**config.mk**
```make
export PLATFORM = sky130hd
export DESIGN_NAME = mp3_rom_prefetch
export DESIGN_NICKNAME = d
export VERILOG_FILES = /design/src/rtl/mp3_pkg.sv /design/src/rtl/mp3_word_fifo.sv /design/src/rtl/mp3_rom_prefetch.sv
export SDC_FILE = /design/constraint.sdc
export NUM_CORES = 1
export LEC_CHECK = 0
export CORE_MARGIN = 2
export CORE_UTILIZATION = 49
export CTS_CLUSTER_DIAMETER = 60
export DETAILED_ROUTE_END_ITERATION = 8
export MAX_ROUTING_LAYER = met4
export PLACE_DENSITY = 0.77
export SYNTH_ARGS = -nofsm -noshare
export SYNTH_HDL_FRONTEND = slang
export SYNTH_HIERARCHICAL = 1
export SYNTH_SLANG_ARGS = --single-unit
```
**constraint.sdc**
```tcl
create_clock -name clk -period 2.4 [get_ports clk]
set_input_delay 0.48 -clock clk [delete_from_list [all_inputs] [get_ports clk]]
set_output_delay 0.48 -clock clk [all_outputs]
set_load 0.005 [all_outputs]
```
**src/rtl/mp3_pkg.sv**
```systemverilog
// Shared constants and FSM state type for the MP3 streaming path.
// Imported by the ROM prefetcher, SDI serialiser and play controller.
package mp3_pkg;

   localparam int MP3_ADDR_W    = 17;
   localparam int MP3_DATA_W    = 32;
   localparam int MP3_NUM_WORDS = 103382;

   typedef enum logic [1:0] {
      ST_IDLE,
      ST_FETCH,
      ST_DRAIN
   } mp3_state_t;

endpackage

```
**src/rtl/mp3_word_fifo.sv**
```systemverilog
// Synchronous word FIFO with occupancy count and a head that is a
// register read, so it holds steady until popped.
module mp3_word_fifo #(
   parameter int DEPTH = 4,
   parameter int WIDTH = 33
) (
   input  logic                     clk,
   input  logic                     rst,
   input  logic                     flush,
   input  logic                     push,
   input  logic [WIDTH-1:0]         push_data,
   input  logic                     pop,
   output logic [WIDTH-1:0]         head_data,
   output logic [$clog2(DEPTH):0]   count,
   output logic                     empty
);

   localparam int PW = $clog2(DEPTH);
   localparam int CW = PW + 1;

   logic [WIDTH-1:0] mem [DEPTH];
   logic [PW-1:0]    wr_ptr;
   logic [PW-1:0]    rd_ptr;

   always_ff @(posedge clk) begin
      if (push)
         mem[wr_ptr] <= push_data;
   end

   always_ff @(posedge clk) begin
      if (rst || flush) begin
         wr_ptr <= '0;
         rd_ptr <= '0;
         count  <= '0;
      end else begin
         if (push)
            wr_ptr <= wr_ptr + PW'(1);
         if (pop)
            rd_ptr <= rd_ptr + PW'(1);
         unique case ({push, pop})
            2'b10:   count <= count + CW'(1);
            2'b01:   count <= count - CW'(1);
            default: count <= count;
         endcase
      end
   end

   assign head_data = mem[rd_ptr];
   assign empty     = (count == '0);

endmodule

```
**src/rtl/mp3_rom_prefetch.sv**
```systemverilog
// Streams the MP3 image out of block ROM as a valid/ready word stream,
// using read credits so the FIFO never overflows.
module mp3_rom_prefetch
   import mp3_pkg::*;
#(
   parameter int ADDR_W     = MP3_ADDR_W,
   parameter int DATA_W     = MP3_DATA_W,
   parameter int NUM_WORDS  = MP3_NUM_WORDS,
   parameter int FIFO_DEPTH = 4,
   parameter int ROM_LAT    = 1
) (
   input  logic              clk,
   input  logic              rst,
   input  logic              start,
   input  logic              abort,
   output logic [ADDR_W-1:0] rom_addr,
   input  logic [DATA_W-1:0] rom_dout,
   output logic [DATA_W-1:0] word_data,
   output logic              word_valid,
   input  logic              word_ready,
   output logic              word_last,
   output logic              busy,
   output logic              done
);

   localparam int CW = $clog2(FIFO_DEPTH) + 1;
   localparam int OW = $clog2(FIFO_DEPTH + ROM_LAT) + 2;

   mp3_state_t        state;
   mp3_state_t        state_n;
   logic [ADDR_W-1:0] issued_cnt;
   logic [ROM_LAT-1:0] tag_v;
   logic [ROM_LAT-1:0] tag_l;
   logic [CW-1:0]     fifo_cnt;
   logic              fifo_empty;
   logic [DATA_W:0]   head;
   logic [OW-1:0]     occ;
   logic              pop;
   logic              push;
   logic              issue;
   logic              issue_last;
   logic              head_last;
   logic              done_q;

   assign head_last  = head[DATA_W];
   assign word_valid = !fifo_empty;
   assign word_data  = head[DATA_W-1:0];
   assign word_last  = !fifo_empty && head_last;
   assign pop        = word_valid && word_ready;
   assign push       = tag_v[ROM_LAT-1] && !abort;
   assign issue_last = (issued_cnt == ADDR_W'(NUM_WORDS - 1));
   assign rom_addr   = issued_cnt;
   assign busy       = (state != ST_IDLE);
   assign done       = done_q;

   // Committed slots: queued words plus reads in flight, less a pop this edge.
   always_comb begin
      occ = OW'(fifo_cnt);
      for (int i = 0; i < ROM_LAT; i++)
         occ = occ + OW'(tag_v[i]);
      if (pop)
         occ = occ - OW'(1);
   end

   assign issue = (state == ST_FETCH) && !abort &&
                  (issued_cnt < ADDR_W'(NUM_WORDS)) &&
                  (occ < OW'(FIFO_DEPTH));

   always_comb begin
      state_n = state;
      if (abort) begin
         state_n = ST_IDLE;
      end else begin
         unique case (state)
            ST_IDLE:  if (start) state_n = ST_FETCH;
            ST_FETCH: if (issue && issue_last) state_n = ST_DRAIN;
            ST_DRAIN: if (pop && head_last) state_n = ST_IDLE;
            default:  state_n = ST_IDLE;
         endcase
      end
   end

   always_ff @(posedge clk) begin
      if (rst)
         state <= ST_IDLE;
      else
         state <= state_n;
   end

   always_ff @(posedge clk) begin
      if (rst || abort || state_n == ST_IDLE)
         issued_cnt <= '0;
      else if (issue)
         issued_cnt <= issued_cnt + ADDR_W'(1);
   end

   // Tags track reads through the ROM pipe; clearing them drops stale data.
   always_ff @(posedge clk) begin
      if (rst || abort) begin
         tag_v <= '0;
         tag_l <= '0;
      end else begin
         tag_v[0] <= issue;
         tag_l[0] <= issue && issue_last;
         for (int i = 1; i < ROM_LAT; i++) begin
            tag_v[i] <= tag_v[i-1];
            tag_l[i] <= tag_l[i-1];
         end
      end
   end

   always_ff @(posedge clk) begin
      if (rst)
         done_q <= 1'b0;
      else
         done_q <= pop && head_last && !abort;
   end

   mp3_word_fifo #(
      .DEPTH (FIFO_DEPTH),
      .WIDTH (DATA_W + 1)
   ) u_fifo (
      .clk       (clk),
      .rst       (rst),
      .flush     (abort),
      .push      (push),
      .push_data ({tag_l[ROM_LAT-1], rom_dout}),
      .pop       (pop),
      .head_data (head),
      .count     (fifo_cnt),
      .empty     (fifo_empty)
   );

endmodule

```
==> flow_metrics.tcl, run 1 <==
set metrics [dict create \
    wl_um 13300 \
    cp_cell_sequence "ha_4 > ha_4 > nor4b_4 > xnor2_2 > or3_4 > buf_6 > or4_1 > a21oi_1" \
    ys_ff_latch 163 \
    clkPwrFrac_pct 50.1 \
    startpoint_type "flop" \
    netlist.area_leader.share_pct 61.1 \
    drive_above_1_share_pct 26.2 \
    drv_cap 0 \
    io_buffer_count 89 \
    grt_pass1_wl_um 21000 \
    clockBufferDepth 2 \
    rsz0062_at_grt "yes" \
    rows 42 \
    worstPathArrival_ns 2.71 \
    pwr-share-seq_pct 47.8 \
    synthesis.nets 418 \
    synth_commonest_cells "edfxtp_1, dfxtp_1, mux4_2, a21oi_1, nand2_1" \
    initial_core_util_pct 49.6 \
    num_io_pins 90 \
    num_vias 3757 \
    timing.fmax_mhz 426 \
    overflow 0 \
    clock_skew_ns 0.0118 \
    hold_violations 0 \
    holdWs_ns 0.477 \
    first_global_vias 3933 \
    p_comb_share_pct 2.1 \
    maxSlewViolCount 0 \
    reg2reg_depth 8 \
    swShare_pct 17.3 \
    cts_tree "done" \
    r2r-end "rom_addr[6]" \
    clk-insertion-delay-late_ns 0.42 \
    crit_family "simple AND/OR/NAND/NOR gates" \
    worst-path-stages 8 \
    worstSetupPathType "flop to flop" \
    multi_input_area_um2 1820 \
    crit_fanout 8 \
    power.density_nw_per_um2 734 \
    path_common_cell "ha_4" \
    fin_crit_ns 2.35 \
    dieArea_um2 14200 \
    max_slew_margin_pct 68.5 \
    via_per_inst 5.46 \
    status "complete, no violations" \
    ys.flop_type "edfxtp_1" \
    syn_area_um2 6490 \
    cts_sinks 163 \
    p_switching_mw 1.10 \
    synth_edf_count 132 \
    antenna_found_initial 0 \
    ant_nets 0 \
    cp-endpoint "rom_addr[6]" \
    critical_path.startpoint "tag_v" \
    avgRoutedWirePerCell_um 19.4 \
    synthTopCellsByArea "edfxtp_1, mux4_2, dfxtp_1" \
    setup_viol 0 \
    n_fill_cell 880 \
    synth_most_common_cell "edfxtp_1" \
    htree_num_levels 4 \
    end_kind "flop" \
    dr.pass1.iters 5 \
    synth_warnings 6 \
    post-route-util_pct 66.4 \
    p_int_mw 5.28 \
    regArea_um2 4600 \
    fin_area_um2 8690 \
    crit_buf_inv 1 \
    antenna_cells 0 \
    synth-seq-area-share_pct 70.7 \
    synthCells 371 \
    areaGrowthSynthToFinish_pct 34.0 \
    slowest_stage "or4_1" \
    clk_pin_slew_ns 0.06 \
    min_period_over_period_pct 97.9 \
    nets 546 \
    p_leak_nw 2.89 \
    total_power_mw 6.38 \
    drc 0 \
    reg2reg_setup_slack_ns 0.05 \
    cts-root-buf "clkbuf_16" \
    synth.avg_cell_area_um2 17.5 \
    async_reset_ff_share_pct 0 \
    die_w_um 119 \
    r2r_start "tag_v" \
    grt_usage_pct 20.4 \
    place.gp.congestion 0.818 \
    cp.required_ns 2.76 \
    placed_cell_area_um2 7770 \
    grt_max_degree 27 \
    ys_types 40 \
    cts_buffers 17 \
    yosys.area.top_type "edfxtp_1" \
    place_hpwl_um 8220 \
    peakVddDrop_v 0.000657 \
    slowest_delay_ns 0.51 \
    tightest_slew_ns 0.471 \
    drt_first_iter_violations 220 \
    core-area_um2 13100 \
    hold_buffers 0 \
    hold_class "flop to flop" \
    die_h_um 119 \
]
## state kept, by name (all words and copies together), names as in the netlist, named ones only
| signal | flops |
|---|---|
| u_fifo/mem | 132 |
| rom_addr | 17 |
| u_fifo/count | 3 |
| state | 2 |
| u_fifo/rd_ptr | 2 |
| u_fifo/wr_ptr | 2 |
| done | 1 |
| tag_l | 1 |
| tag_v | 1 |
## per-stage QoR
stage | std cells | setup TNS [ns] | worst slack, ns
final | 688 | 0 | 0.0514
after global routing | 688 | -0.193 | -0.0500
after CTS | 682 | -0.645 | -0.0972
after detailed placement | 644 | -1.57 | -0.149
after global placement | 644 | -1.06 | -0.113
after floorplan | 371 | 0 | 0.153
## worst register-to-register path: cells and delay by family, from the launching register on
family / cells / cell delay [ns]
and+or+nand+nor: 3 / 1.17
adders and majority gates: 2 / 0.37
DFF: 1 / 0.33
buffers and inverters: 1 / 0.15
AOI/OAI and AO/OA: 1 / 0.13
xor gates and xnor gates: 1 / 0.11
## timing repair
action / CTS / global route
endpoints found under the setup margin: 44 / 30
gates resized for setup: 44 / 45
buffers inserted: 5 / 5
gates cloned: 1 / 1
pin swaps: 1 / 8
## power groups by stage
| stage | registers (mW) | clock network (mW) | logic, mW |
|---|---|---|---|
| floorplan | 3.12 | 0 | 0.0292 |
| global placement | 3.11 | 0 | 0.124 |
| detailed placement | 3.12 | 0 | 0.130 |
| CTS | 3.05 | 3.25 | 0.131 |
| global route | 3.05 | 3.36 | 0.143 |
| finish | 3.05 | 3.20 | 0.133 |
## metal layers
layer	up-vias	track usage (%)	part of all wire, %
met5	-	-	0
met4	0	6.03	1.3
met3	16	5.80	6.1
met2	120	33.9	52
met1	1889	24.6	40
li1	1732	-	-
## layout make-up
class | count | area share (%)
inverter | 9 | 0.389
tap | 176 | 2.53
timing repair buffer | 126 | 15.1
sequential | 163 | 52.9
clock inverter | 15 | 3.28
multi-input combinational | 182 | 21.0
clock buffer | 17 | 4.89
## kinds of logic (layout without fill, tap and decap cells)
| kind of cell | after synthesis | count (layout) | share of synthesized area, % |
|---|---|---|---|
| buffers and inverters | 26 | 167 | 2.60 |
| multiplexers | 37 | 37 | 12.2 |
| AO/OA/AOI/OAI | 35 | 35 | 3.22 |
| adder cells (fa/ha/maj) | 10 | 10 | 2.04 |
| flip-flops | 163 | 163 | 70.7 |
| XOR/XNOR | 7 | 7 | 0.945 |
| AND/OR/NAND/NOR | 93 | 93 | 8.29 |
## cells in the final DEF (no fill, tap or decap), drive strengths merged, types with 2 or more instances in the layout
master / Yosys / final
nor2: 14 / 14
nor2b: 4 / 4
a21oi: 16 / 16
or3: 10 / 10
buf: 11 / 39
and2: 5 / 5
nor4b: 2 / 2
ha: 9 / 9
or4: 7 / 7
o31ai: 7 / 7
clkbuf: 6 / 22
dlymetal6s2s: 0 / 7
o21ai: 7 / 7
or2: 4 / 4
mux4: 33 / 33
bufinv: 0 / 8
nand2: 15 / 15
a21o: 2 / 2
edfxtp: 132 / 132
nand4: 6 / 6
nor4: 4 / 4
xor2: 3 / 3
nor3: 5 / 5
nand3: 11 / 11
xnor2: 4 / 4
mux2i: 4 / 4
clkdlybuf4s50: 0 / 56
inv: 9 / 9
dlygate4sd2: 0 / 12
clkinv: 0 / 6
and3: 2 / 2
clkdlybuf4s15: 0 / 7
dfxtp: 31 / 31
## worst min path at each step
stage	start	slack, ns	to	cells after the start
floorplan	tag_l	0.44	u_fifo/mem[0][32]	0
global route	tag_l	0.51	u_fifo/mem[2][32]	0
CTS	tag_l	0.49	u_fifo/mem[0][32]	0
detailed placement	tag_l	0.47	u_fifo/mem[1][32]	0
global placement	tag_l	0.45	u_fifo/mem[0][32]	0
finish	tag_l	0.48	u_fifo/mem[0][32]	0
(Power assumes the default switching activity.)
==> run 2: changes to the inputs <==
CORE_ASPECT_RATIO = 1.5   (was unset)
CORE_UTILIZATION = 55   (was 49)
PLACE_DENSITY = 0.81   (was 0.77)
clock period = 2.8 ns   (was 2.4 ns; I/O delays follow)
==> run 2 against run 1 <==
Largest cell class unchanged. Utilization is 5.0 points higher. Design area shrank 5.3%. Critical endpoint is now word_last. Clock power decreased by 25%. Power is 20% lower. Clock skew fell by 0.0043 ns.
==> flow_metrics.tcl, run 2 (synthesized netlist as in run 1, its figures left out) <==
set metrics [dict create \
    grt_max_degree 34 \
    drive_above_1_share_pct 16.9 \
    via_per_inst 5.76 \
    total_power_mw 5.13 \
    drv_cap 0 \
    overflow 0 \
    place.gp.congestion 0.902 \
    cts-root-buf "clkbuf_16" \
    htree_num_levels 4 \
    peakVddDrop_v 0.000482 \
    hold_buffers 0 \
    die_w_um 92.7 \
    final_common_cell "edfxtp_1" \
    drc 0 \
    wl_met3_um 528 \
    timing.fmax_mhz 366 \
    post-cts-setup-buffers 0 \
    rsz0062_at_grt "no" \
    top_register "u_fifo/mem" \
    num_vias 3656 \
    antenna_found_initial 0 \
    areaGrowthSynthToFinish_pct 26.9 \
    avgRoutedWirePerCell_um 19.8 \
    drt-met1-wl_um 5030 \
    slowest_stage "mux4_1" \
    status "complete, no violations" \
    antenna_cells 0 \
    cp.required_ns 2.24 \
    top_layer_used "met4" \
    core-area_um2 11500 \
    hold_violations 0 \
    rows 48 \
    cts_sinks 163 \
    dr.pass1.iters 5 \
    grt_pass1_wl_um 20100 \
    cts_tree "done" \
    die_h_um 137 \
    wl_um 12500 \
    worstPathArrival_ns 2.17 \
    clk-insertion-delay-late_ns 0.41 \
    mostFrequentLayoutCells "edfxtp_1, clkdlybuf4s50_1, mux4_2" \
    min_period_over_period_pct 97.5 \
    power.density_nw_per_um2 623 \
    slowest_delay_ns 0.66 \
    initial_core_util_pct 56.3 \
    grt_usage_pct 22.1 \
    io_buffer_count 89 \
    end_kind "output pin" \
    crit_fanout 9 \
    cts_buffers 17 \
    wl_met2_um 6830 \
    maxSlewViolCount 0 \
    crit_buf_inv 1 \
    cts_resized 1 \
    crit_family "multiplexers" \
    ant_nets 0 \
    fin_area_um2 8230 \
    clockBufferDepth 2 \
    fin_crit_ns 2.73 \
    first_global_vias 3856 \
    clk_pin_slew_ns 0.06 \
    setup_viol 0 \
    hold_class "flop to flop" \
    nets 519 \
    placed_cell_area_um2 7590 \
    clock_skew_ns 0.00749 \
    tightest_slew_ns 0.607 \
    place_hpwl_um 7790 \
    p_leak_nw 2.61 \
    dieArea_um2 12700 \
    largest_reg_flops 132 \
    tns_ns 0 \
    num_io_pins 90 \
    max_slew_margin_pct 59.5 \
    cp_cell_sequence "mux4_1 > and2b_1 > clkdlybuf4s50_1" \
    drt_first_iter_violations 230 \
    worstSetupPathType "flop to output pin" \
    startpoint_type "flop" \
]
-- run 2: where the power goes --
| group | internal [mW] | switching (mW) | leakage [nW] |
|---|---|---|---|
| sequential | 2.62 | 0.00202 | 1.43 |
| clock | 1.50 | 0.902 | 0.315 |
| combinational | 0.0607 | 0.0460 | 0.866 |
| total | 4.18 | 0.950 | 2.61 |
-- run 2: routing by layer --
| layer | vias up | track usage (%) |
|---|---|---|
| met5 | - | - |
| met4 | 0 | 7.60 |
| met3 | 12 | 4.68 |
| met2 | 109 | 37.6 |
| met1 | 1854 | 26.4 |
| li1 | 1681 | - |
-- run 2: stage by stage --
step	std cells	setup WS [ns]	hold slack, ns	util [%]
after global placement	603	0.201	0.462	65.8
final	635	0.0710	0.481	71.4
after global routing	635	0.00199	0.522	71.4
after floorplan	371	0.553	0.438	-
after detailed placement	603	0.0775	0.474	65.8
after CTS	635	0.0376	0.489	71.4
-- run 2: path summary, 6_finish.rpt --
| kind | from | to | slack (ns) | cells after the start |
|---|---|---|---|---|
| max | flop | word_last | 0.07 | 3 |
| min | tag_l | u_fifo/mem[0][32] | 0.48 | 0 |
| max reg2reg | u_fifo/count[0] | rom_addr[6] | 0.33 | 8 |
| min reg2reg | tag_l | u_fifo/mem[0][32] | 0.48 | 0 |
-- run 2: cell type report --
type | instances | area, um^2
sequential | 163 | 4590
fill | 737 | 3300
multi-input combinational | 182 | 1740
timing repair buffer | 99 | 1040
clock buffer | 25 | 562
tap | 150 | 188
clock inverter | 7 | 77.6
inverter | 9 | 33.8
==> run 3: changes to the inputs <==
CORE_UTILIZATION = 54   (was 55)
PLACE_DENSITY = 0.8   (was 0.81)
clock period = 2.6 ns   (was 2.8 ns; I/O delays follow)
==> run 3 against run 2 <==
Via count is 0.38% higher. Critical path depth stayed put. Flip-flop and latch count stayed put. Design area down 0.33%. Wire length fell by 2.8%. Clock skew up 0.0016 ns. Power up 1.7%. Clock power shrank 5%. Utilization fell by 2.1 points. Sequential share of layout area grew 0.19 points.
==> flow_metrics.tcl, run 3 (synthesized netlist as in run 1, its figures left out) <==
set metrics [dict create \
    status "complete, no violations" \
    drc 0 \
    avgRoutedWirePerCell_um 18.9 \
    setup_viol 0 \
    min_from "state[1]" \
    reg2reg_setup_slack_ns 0.11 \
    num_vias 3670 \
    regArea_um2 4590 \
    die_h_um 138 \
    fin_area_um2 8210 \
    largest_reg_flops 132 \
    slowest_delay_ns 0.53 \
    num_io_pins 90 \
    dr.pass1.iters 4 \
    multi_input_area_um2 1740 \
    antenna_found_initial 0 \
    p_leak_nw 2.63 \
    slowest_stage "mux4_2" \
    max_slew_margin_pct 59.3 \
    overflow 0 \
    die_w_um 93.5 \
    total_power_mw 5.22 \
    n_fill_cell 768 \
    placed_cell_area_um2 7630 \
    min_period_over_period_pct 97.0 \
    tightest_slew_ns 0.610 \
    nets 527 \
    grt_pass1_wl_um 19300 \
    wl_um 12200 \
    via_per_inst 5.68 \
    top_register "u_fifo/mem" \
    areaGrowthSynthToFinish_pct 26.5 \
    fin_crit_ns 2.52 \
    cts_sinks 163 \
    crit_buf_inv 2 \
    rows 49 \
    place.gp.congestion 0.842 \
    cts_tree "done" \
    mostFrequentLayoutCells "edfxtp_1, clkdlybuf4s50_1, mux4_2" \
    crit_fanout 6 \
    cp_cell_sequence "buf_4 > mux4_2 > clkdlybuf4s50_1" \
    timing.fmax_mhz 396 \
    place_hpwl_um 8080 \
    cp.required_ns 2.08 \
    cts_buffers 17 \
    clk_pin_slew_ns 0.06 \
    whs_endpoint "state[0]" \
    end_kind "output pin" \
    clk-insertion-delay-late_ns 0.42 \
    startpoint_type "flop" \
    initial_core_util_pct 54.8 \
    final_common_cell "edfxtp_1" \
    r2r_start "u_fifo/count[0]" \
    drt_first_iter_violations 144 \
    grt_usage_pct 20.7 \
    dieArea_um2 12900 \
    core-area_um2 11800 \
    antenna_cells 0 \
    worstSetupPathType "flop to output pin" \
    clockBufferDepth 2 \
    io_buffer_count 89 \
    rsz0062_at_grt "yes" \
    reg2reg_depth 8 \
    maxSlewViolCount 0 \
    r2r-end "rom_addr[4]" \
    first_global_vias 3873 \
    ant_nets 0 \
    peakVddDrop_v 0.000482 \
    drive_above_1_share_pct 19.3 \
    htree_num_levels 4 \
    power.density_nw_per_um2 636 \
    drv_cap 0 \
    crit_family "buffers and inverters" \
    post-route-util_pct 69.4 \
    clock_skew_ns 0.00907 \
    cts-root-buf "clkbuf_16" \
    hold_violations 0 \
    grt_max_degree 34 \
    min_path_cells 1 \
    hold_class "flop to flop" \
    worstPathArrival_ns 2.00 \
]
run 3: cell count changes in the layout (fill, tap and decap cells not counted), sizes merged, moves of 3 or more:
cell           change
clkdlybuf4s50      -3
clkinvlp           +3
buf                +8
clkbuf             -8
dlymetal6s2s       +3
inv                +5
run 3: timing repair:
| action | 4_1_cts | 5_1_grt |
|---|---|---|
| setup buffers | 1 | 0 |
| gates resized for setup | 3 | 5 |
| hold buffers | 0 | 0 |
| endpoints found under the setup margin | 30 | 11 |
run 3: metrics by stage:
stage / setup slack [ns] / instances / hold slack [ns] / TNS (ns)
floorplan: 0.353 / 371 / 0.438 / 0
global placement: 0.0345 / 613 / 0.456 / 0
detailed placement: -0.0791 / 613 / 0.487 / -0.215
CTS: 0.0238 / 646 / 0.503 / 0
global route: -0.0145 / 646 / 0.526 / -0.0265
finish: 0.0773 / 646 / 0.506 / 0
run 3: cell type report:
type                       instances  share of cell area [%]
sequential                       163                    55.9
timing repair buffer             107                    13.4
tap                              153                    2.33
clock inverter                    15                    1.49
multi-input combinational        182                    21.2
clock buffer                      17                    5.18
inverter                           9                   0.412
run 3: power by group:
group / internal [mW] / switching, mW
logic: 0.0681 / 0.0502
registers: 2.82 / 0.00214
clock network: 1.25 / 1.03
total: 4.13 / 1.09
run 3: routing by layer:
metal  up-vias  routed length [um]  GRT usage [%]
li1       1692                   -              -
met1      1851                4670           22.9
met2       105                6710           35.0
met3        22                 538           4.90
met4         0                 281           9.44
met5         -                   0              -
run 3: how the worst max path moves through the flow:
stage          slack, ns       endpoint            start  cells after the start
6_report            0.08  word_data[26]             flop                      3
5_1_grt            -0.01  word_data[26]             flop                      3
4_1_cts             0.02  word_data[21]             flop                      3
3_5_place_dp       -0.08    rom_addr[4]       word_ready                      7
3_3_place_gp        0.03    rom_addr[4]       word_ready                      7
2_1_floorplan       0.35    rom_addr[4]  u_fifo/count[0]                      8
